[src/rtl/clock_group_reset_seq.sv]
// -----------------------------------------------------------------------------
// clock_group_reset_seq
//
// Reset and clock-enable sequencer for a group of clock-domain members that
// share a single clock. After power-on (or a software reset request) every
// member is held in reset. Members then leave reset one at a time, in
// ascending index order, STAGGER cycles apart. Once all members are out of
// reset the group is in RUN. In RUN each member's clock can be stopped on
// request. In ASSERT and RELEASE all member clocks are kept running.
//
// Ports
//   clock         in   single clock for all logic
//   reset         in   asynchronous active-low reset; deassertion is
//                      synchronised by a SYNC_STAGES-deep chain
//   sw_reset_req  in   single-cycle pulse requesting a group reset
//   gate_req      in   [NUM_MEMBERS] level request to stop a member's clock
//   out_reset     out  [NUM_MEMBERS] active-high member resets
//   out_clock_en  out  [NUM_MEMBERS] member clock enables for external gates
//   gate_ack      out  [NUM_MEMBERS] high while the member is gated
//   busy          out  high whenever state is not RUN
//   state         out  [2] FSM state: ASSERT=0, RELEASE=1, RUN=2
// -----------------------------------------------------------------------------
module clock_group_reset_seq #(
  parameter int NUM_MEMBERS = 4,
  parameter int SYNC_STAGES = 2,
  parameter int STAGGER     = 8
) (
  input  logic                   clock,
  input  logic                   reset,
  input  logic                   sw_reset_req,
  input  logic [NUM_MEMBERS-1:0] gate_req,
  output logic [NUM_MEMBERS-1:0] out_reset,
  output logic [NUM_MEMBERS-1:0] out_clock_en,
  output logic [NUM_MEMBERS-1:0] gate_ack,
  output logic                   busy,
  output logic [1:0]             state
);

  localparam int CNT_W = $clog2(STAGGER + 1);
  localparam int IDX_W = (NUM_MEMBERS > 1) ? $clog2(NUM_MEMBERS) : 1;

  localparam logic [CNT_W-1:0] CNT_LAST = CNT_W'(STAGGER - 1);
  localparam logic [IDX_W-1:0] IDX_LAST = IDX_W'(NUM_MEMBERS - 1);

  typedef enum logic [1:0] {
    ST_ASSERT  = 2'd0,
    ST_RELEASE = 2'd1,
    ST_RUN     = 2'd2
  } state_e;

  state_e                 state_q;
  logic                   busy_q;
  logic                   hold_q;       // ASSERT was entered by software reset
  logic [CNT_W-1:0]       cnt_q;
  logic [IDX_W-1:0]       idx_q;
  logic [NUM_MEMBERS-1:0] out_reset_q;
  logic [NUM_MEMBERS-1:0] out_clock_en_q;
  logic [NUM_MEMBERS-1:0] gate_ack_q;

  // The synchroniser has SYNC_STAGES-1 dedicated flops; the state register
  // itself acts as the final stage, so ASSERT is left on the SYNC_STAGES-th
  // rising edge after reset rises.
  logic [SYNC_STAGES-2:0] sync_q;
  logic                   sync_done;

  assign sync_done = sync_q[SYNC_STAGES-2];

  // NOTE: every flop, including the synchroniser, is cleared by the async
  // reset so assertion takes effect immediately without waiting for a clock.
  always_ff @(posedge clock or negedge reset) begin
    if (!reset) begin
      sync_q         <= '0;
      state_q        <= ST_ASSERT;
      busy_q         <= 1'b1;
      hold_q         <= 1'b0;
      cnt_q          <= '0;
      idx_q          <= '0;
      out_reset_q    <= '1;
      out_clock_en_q <= '1;
      gate_ack_q     <= '0;
    end else begin
      sync_q[0] <= 1'b1;
      for (int i = 1; i < SYNC_STAGES - 1; i++) begin
        sync_q[i] <= sync_q[i-1];
      end

      case (state_q)
        // All members held; clocks running. A software reset request is
        // ignored here so a pending hold is never restarted.
        ST_ASSERT: begin
          out_clock_en_q <= '1;
          gate_ack_q     <= '0;
          if (sync_done) begin
            if (!hold_q) begin
              state_q <= ST_RELEASE;
              cnt_q   <= '0;
            end else if (cnt_q == CNT_LAST) begin
              state_q <= ST_RELEASE;
              cnt_q   <= '0;
              hold_q  <= 1'b0;
            end else begin
              cnt_q <= cnt_q + CNT_W'(1);
            end
          end
        end

        // Release one member every STAGGER cycles; a software reset request
        // restarts the whole sequence from ASSERT.
        ST_RELEASE: begin
          out_clock_en_q <= '1;
          gate_ack_q     <= '0;
          if (sw_reset_req) begin
            state_q     <= ST_ASSERT;
            out_reset_q <= '1;
            hold_q      <= 1'b1;
            cnt_q       <= '0;
            idx_q       <= '0;
          end else if (cnt_q == CNT_LAST) begin
            out_reset_q[idx_q] <= 1'b0;
            cnt_q              <= '0;
            if (idx_q == IDX_LAST) begin
              state_q <= ST_RUN;
              busy_q  <= 1'b0;
              idx_q   <= '0;
            end else begin
              idx_q <= idx_q + IDX_W'(1);
            end
          end else begin
            cnt_q <= cnt_q + CNT_W'(1);
          end
        end

        // Per-member gating; software reset wins over gating in the same
        // cycle so every clock is running again on entry to ASSERT.
        ST_RUN: begin
          if (sw_reset_req) begin
            state_q        <= ST_ASSERT;
            busy_q         <= 1'b1;
            hold_q         <= 1'b1;
            cnt_q          <= '0;
            idx_q          <= '0;
            out_reset_q    <= '1;
            out_clock_en_q <= '1;
            gate_ack_q     <= '0;
          end else begin
            out_clock_en_q <= ~gate_req;
            gate_ack_q     <= gate_req;
          end
        end

        default: begin
          state_q        <= ST_ASSERT;
          busy_q         <= 1'b1;
          hold_q         <= 1'b0;
          cnt_q          <= '0;
          idx_q          <= '0;
          out_reset_q    <= '1;
          out_clock_en_q <= '1;
          gate_ack_q     <= '0;
        end
      endcase
    end
  end

  assign out_reset    = out_reset_q;
  assign out_clock_en = out_clock_en_q;
  assign gate_ack     = gate_ack_q;
  assign busy         = busy_q;
  assign state        = state_q;

endmodule

[config.mk]
export PLATFORM = sky130hd
export DESIGN_NAME = clock_group_reset_seq
export DESIGN_NICKNAME = d
export VERILOG_FILES = /design/src/rtl/clock_group_reset_seq.sv
export SDC_FILE = /design/constraint.sdc
export NUM_CORES = 1
export LEC_CHECK = 0
export BUFFER_PORTS_ARGS = -buffer_cell sky130_fd_sc_hd__buf_2
export CORE_MARGIN = 3
export CORE_UTILIZATION = 30
export DETAILED_ROUTE_END_ITERATION = 10
export GPL_TIMING_DRIVEN = 0
export PLACE_DENSITY = 0.54
export SLEW_MARGIN = 20
export SYNTH_ARGS = -nofsm -noshare
export SYNTH_HDL_FRONTEND = slang
export SYNTH_SLANG_ARGS = --single-unit
[constraint.sdc]
create_clock -name clock -period 1.43 [get_ports clock]
set_input_delay 0.286 -clock clock [delete_from_list [all_inputs] [get_ports clock]]
set_output_delay 0.286 -clock clock [all_outputs]
set_load 0.1 [all_outputs]
==> impl_metrics.json <==
{
  "finalSetupViolations": 14,
  "root_buffer": "clkbuf_8",
  "worst_hold_slack_ps": -12.01,
  "maxCapViolCount": 0,
  "synth_cells": 101,
  "finClkSkew_ps": 5.062,
  "finalNonFillerCells": 177,
  "critPathKind": "reg2reg",
  "min_path_type": "in2async",
  "stdcell_area_mm2": 0.001505,
  "worst_path_max_delay_cell": "dfrtp_4",
  "postSynthNetCount": 117,
  "drive_gt1_share_pct": 48.85,
  "ys_seq_area_share_pct": 51.94,
  "syn_to_final_growth_pct": 33.22,
  "synth.distinct_cells": 33,
  "r2r-end": "idx_q[0]",
  "yosysTopAreaCell": "dfrtp_1",
  "ios": 22,
  "numCtsBuffers": 3,
  "max_clock_freq_mhz": 649.5,
  "worstPathArrival_ps": 1690,
  "ff2ff_path_depth": 6,
  "gp_congestion": 0.7384,
  "failed_checks": "hold timing, setup timing",
  "hold_violations": 14,
  "fillCellCount": 346,
  "clock-sinks": 23,
  "via_count": 823,
  "clk_latency_ps": 250,
  "synth_flop_cell": "dfrtp_1",
  "ys_warn_count": 0,
  "crit_chain": "inv_4 -> ha_4 -> or2b_4 -> nand3_4 -> nor2_2 -> mux2_2",
  "syn_area_mm2": 0.001130,
  "worst_ep_required_time_ps": 1580,
  "synth_edf_count": 0,
  "p_leak_uw": 0.0006782,
  "critPathMaxFanout": 4,
  "status": "finished, violations left",
  "netlist_top_cells_count": "dfrtp_1, inv_1",
  "io_buffers": 21,
  "drv_slew": 0,
  "firstDrtPassIters": 4,
  "ys_seq_elements": 23,
  "path_delay_family": "flip-flops",
  "p_int_uw": 1325,
  "grt_max_degree": 24,
  "gr-usage-all-layers_pct": 9.587,
  "placed_cells": 168,
  "fp.coreArea_mm2": 0.003468,
  "placed_area_mm2": 0.001323,
  "antennaDiodeCount": 0,
  "final_antenna_net_count": 0,
  "end_kind": "flip-flop",
  "drcViolationCount": 0,
  "viasPerCell": 4.650,
  "wl_um": 2065,
  "dp_hpwl_um": 1514,
  "cts_max_path_buffers": 2,
  "grt-ovfl-total": 0,
  "slowest_delay_ps": 520,
  "finalCriticalPeriod_ps": 1540,
  "die-area_mm2": 0.004539,
  "clkSlewWorstSetupHoldPaths_ps": 80,
  "grt_antenna_before_repair": 0,
  "synth_top_area_share_pct": 31.01,
  "rsz0062_at_grt": "true",
  "vdd_drop_max_uv": 996.1,
  "switching_share_pct": 36.94,
  "cts_tree": "yes",
  "avgSynthCellArea_um2": 11.19,
  "rr_startpoint": "state[0]",
  "p_seq_share_pct": 38.0,
  "htreeDepth": 1,
  "drt-initial-drc-count": 26,
  "async_flop_share_pct": 100.0,
  "layout_setup_ws_ps": -109.6,
  "num-nets-final": 148,
  "wire_per_inst_um": 11.67,
  "powerDensity_mw_per_mm2": 1396,
  "p_clk_share_pct": 18.5,
  "fin_crit_sh_pct": 107.7,
  "startpoint_type": "flip-flop",
  "p_total_uw": 2101,
  "pwr-share-comb_pct": 43.5,
  "yosys-top-cells-area": "dfrtp_1, dfstp_2, ha_1",
  "core.rowCount": 21,
  "grt_pass1_wl_um": 3256,
  "switchingPower_uw": 775.9,
  "rrSetupSlack_ps": -110,
  "critPathBufInv": 1,
  "die_h_um": 67.37,
  "dieWidth_um": 67.37,
  "grt_pass1_vias": 749,
  "start_util_pct": 32.58,
  "place_ws_ps": -142.5
}
==> cells in the final DEF, fill, tap and decap left out, drive strengths merged <==
cell and n:
buf 27, inv 15, dfrtp 14, o21ai 11
dfstp 9, nand2 9, ha 9, nor2 6
clkbuf 4, a22o 3, o31ai 3, nor2b 3
a21oi 3, and2 2, a32o 2, or2b 1
and3b 1, nand3 1, and2b 1, o221ai 1
mux2i 1, and3 1, o211ai 1, mux2 1
a31oi 1, conb 1
==> metrics by stage <==
step	utilization, %	TNS (ps)
4_1_cts	42.39	-631.8
5_1_grt	43.40	-1446
3_3_place_gp	38.13	-788.2
2_1_floorplan	-	-1844
6_report	43.40	-548.3
3_5_place_dp	38.13	-811.0
==> flip-flops by register name, summed over array words and instances, names as in the netlist <==
name / cells
state: 2
out_reset: 4
cnt_q: 4
gate_ack: 4
out_clock_en: 4
idx_q: 2
sync_done: 1
hold_q: 1
busy: 1
==> repair_timing <==
item / CTS / global route
endpoints found under the setup margin: 23 / 16
hold buffers: 0 / 0
pin swaps: 7 / 4
endpoints found under the hold margin: 0 / 0
resized for setup: 22 / 8
buffers inserted: 4 / 1
==> cells by family (layout without fill, tap and decap cells) <==
logic type / after synthesis / in the layout / share of synthesized area (%)
compound gates: 25 / 25 / 16.50
simple gates: 25 / 25 / 13.40
flops: 23 / 23 / 51.94
buf+inv: 16 / 46 / 5.980
fa+ha+maj: 9 / 9 / 9.967
mux: 2 / 2 / 1.883
other cells: 1 / 1 / 0.3319
==> layout make-up <==
class	count	area, um2	share of cell area (%)
repair buffers	26	181.4	12.05
multi-input cells	62	554.3	36.82
flip-flops and latches	23	594.3	39.48
well taps	46	57.56	3.824
clock buffers	4	45.04	2.993
plain buffers	1	11.26	0.7481
inverters	15	61.31	4.073
==> routing by layer <==
metal | vias to the layer above | GRT usage (%) | share of wire [%]
li1 | 408 | - | -
met1 | 391 | 11.89 | 45
met2 | 22 | 16.07 | 49
met3 | 2 | 2.662 | 6.1
met4 | 0 | 3.038 | 0.63
met5 | - | 0 | 0
==> power by group through the flow <==
stage / logic, uW / clock network, uW / registers [uW]
5_1_grt: 993 / 437 / 805
3_3_place_gp: 675 / 0 / 801
2_1_floorplan: 443 / 0 / 905
3_5_place_dp: 684 / 0 / 802
6_report: 914 / 388 / 798
4_1_cts: 838 / 404 / 793
==> how the worst max path moves through the flow <==
stage,cells after the start,slack (ps),end,start
after floorplan,6,-220,idx_q[0],state[0]
after global placement,6,-140,cnt_q[3],state[0]
after detailed placement,6,-140,cnt_q[3],state[0]
after CTS,6,-100,idx_q[0],state[0]
after global routing,6,-160,idx_q[0],state[0]
final,6,-110,idx_q[0],state[0]
(Power assumes the default switching activity.)
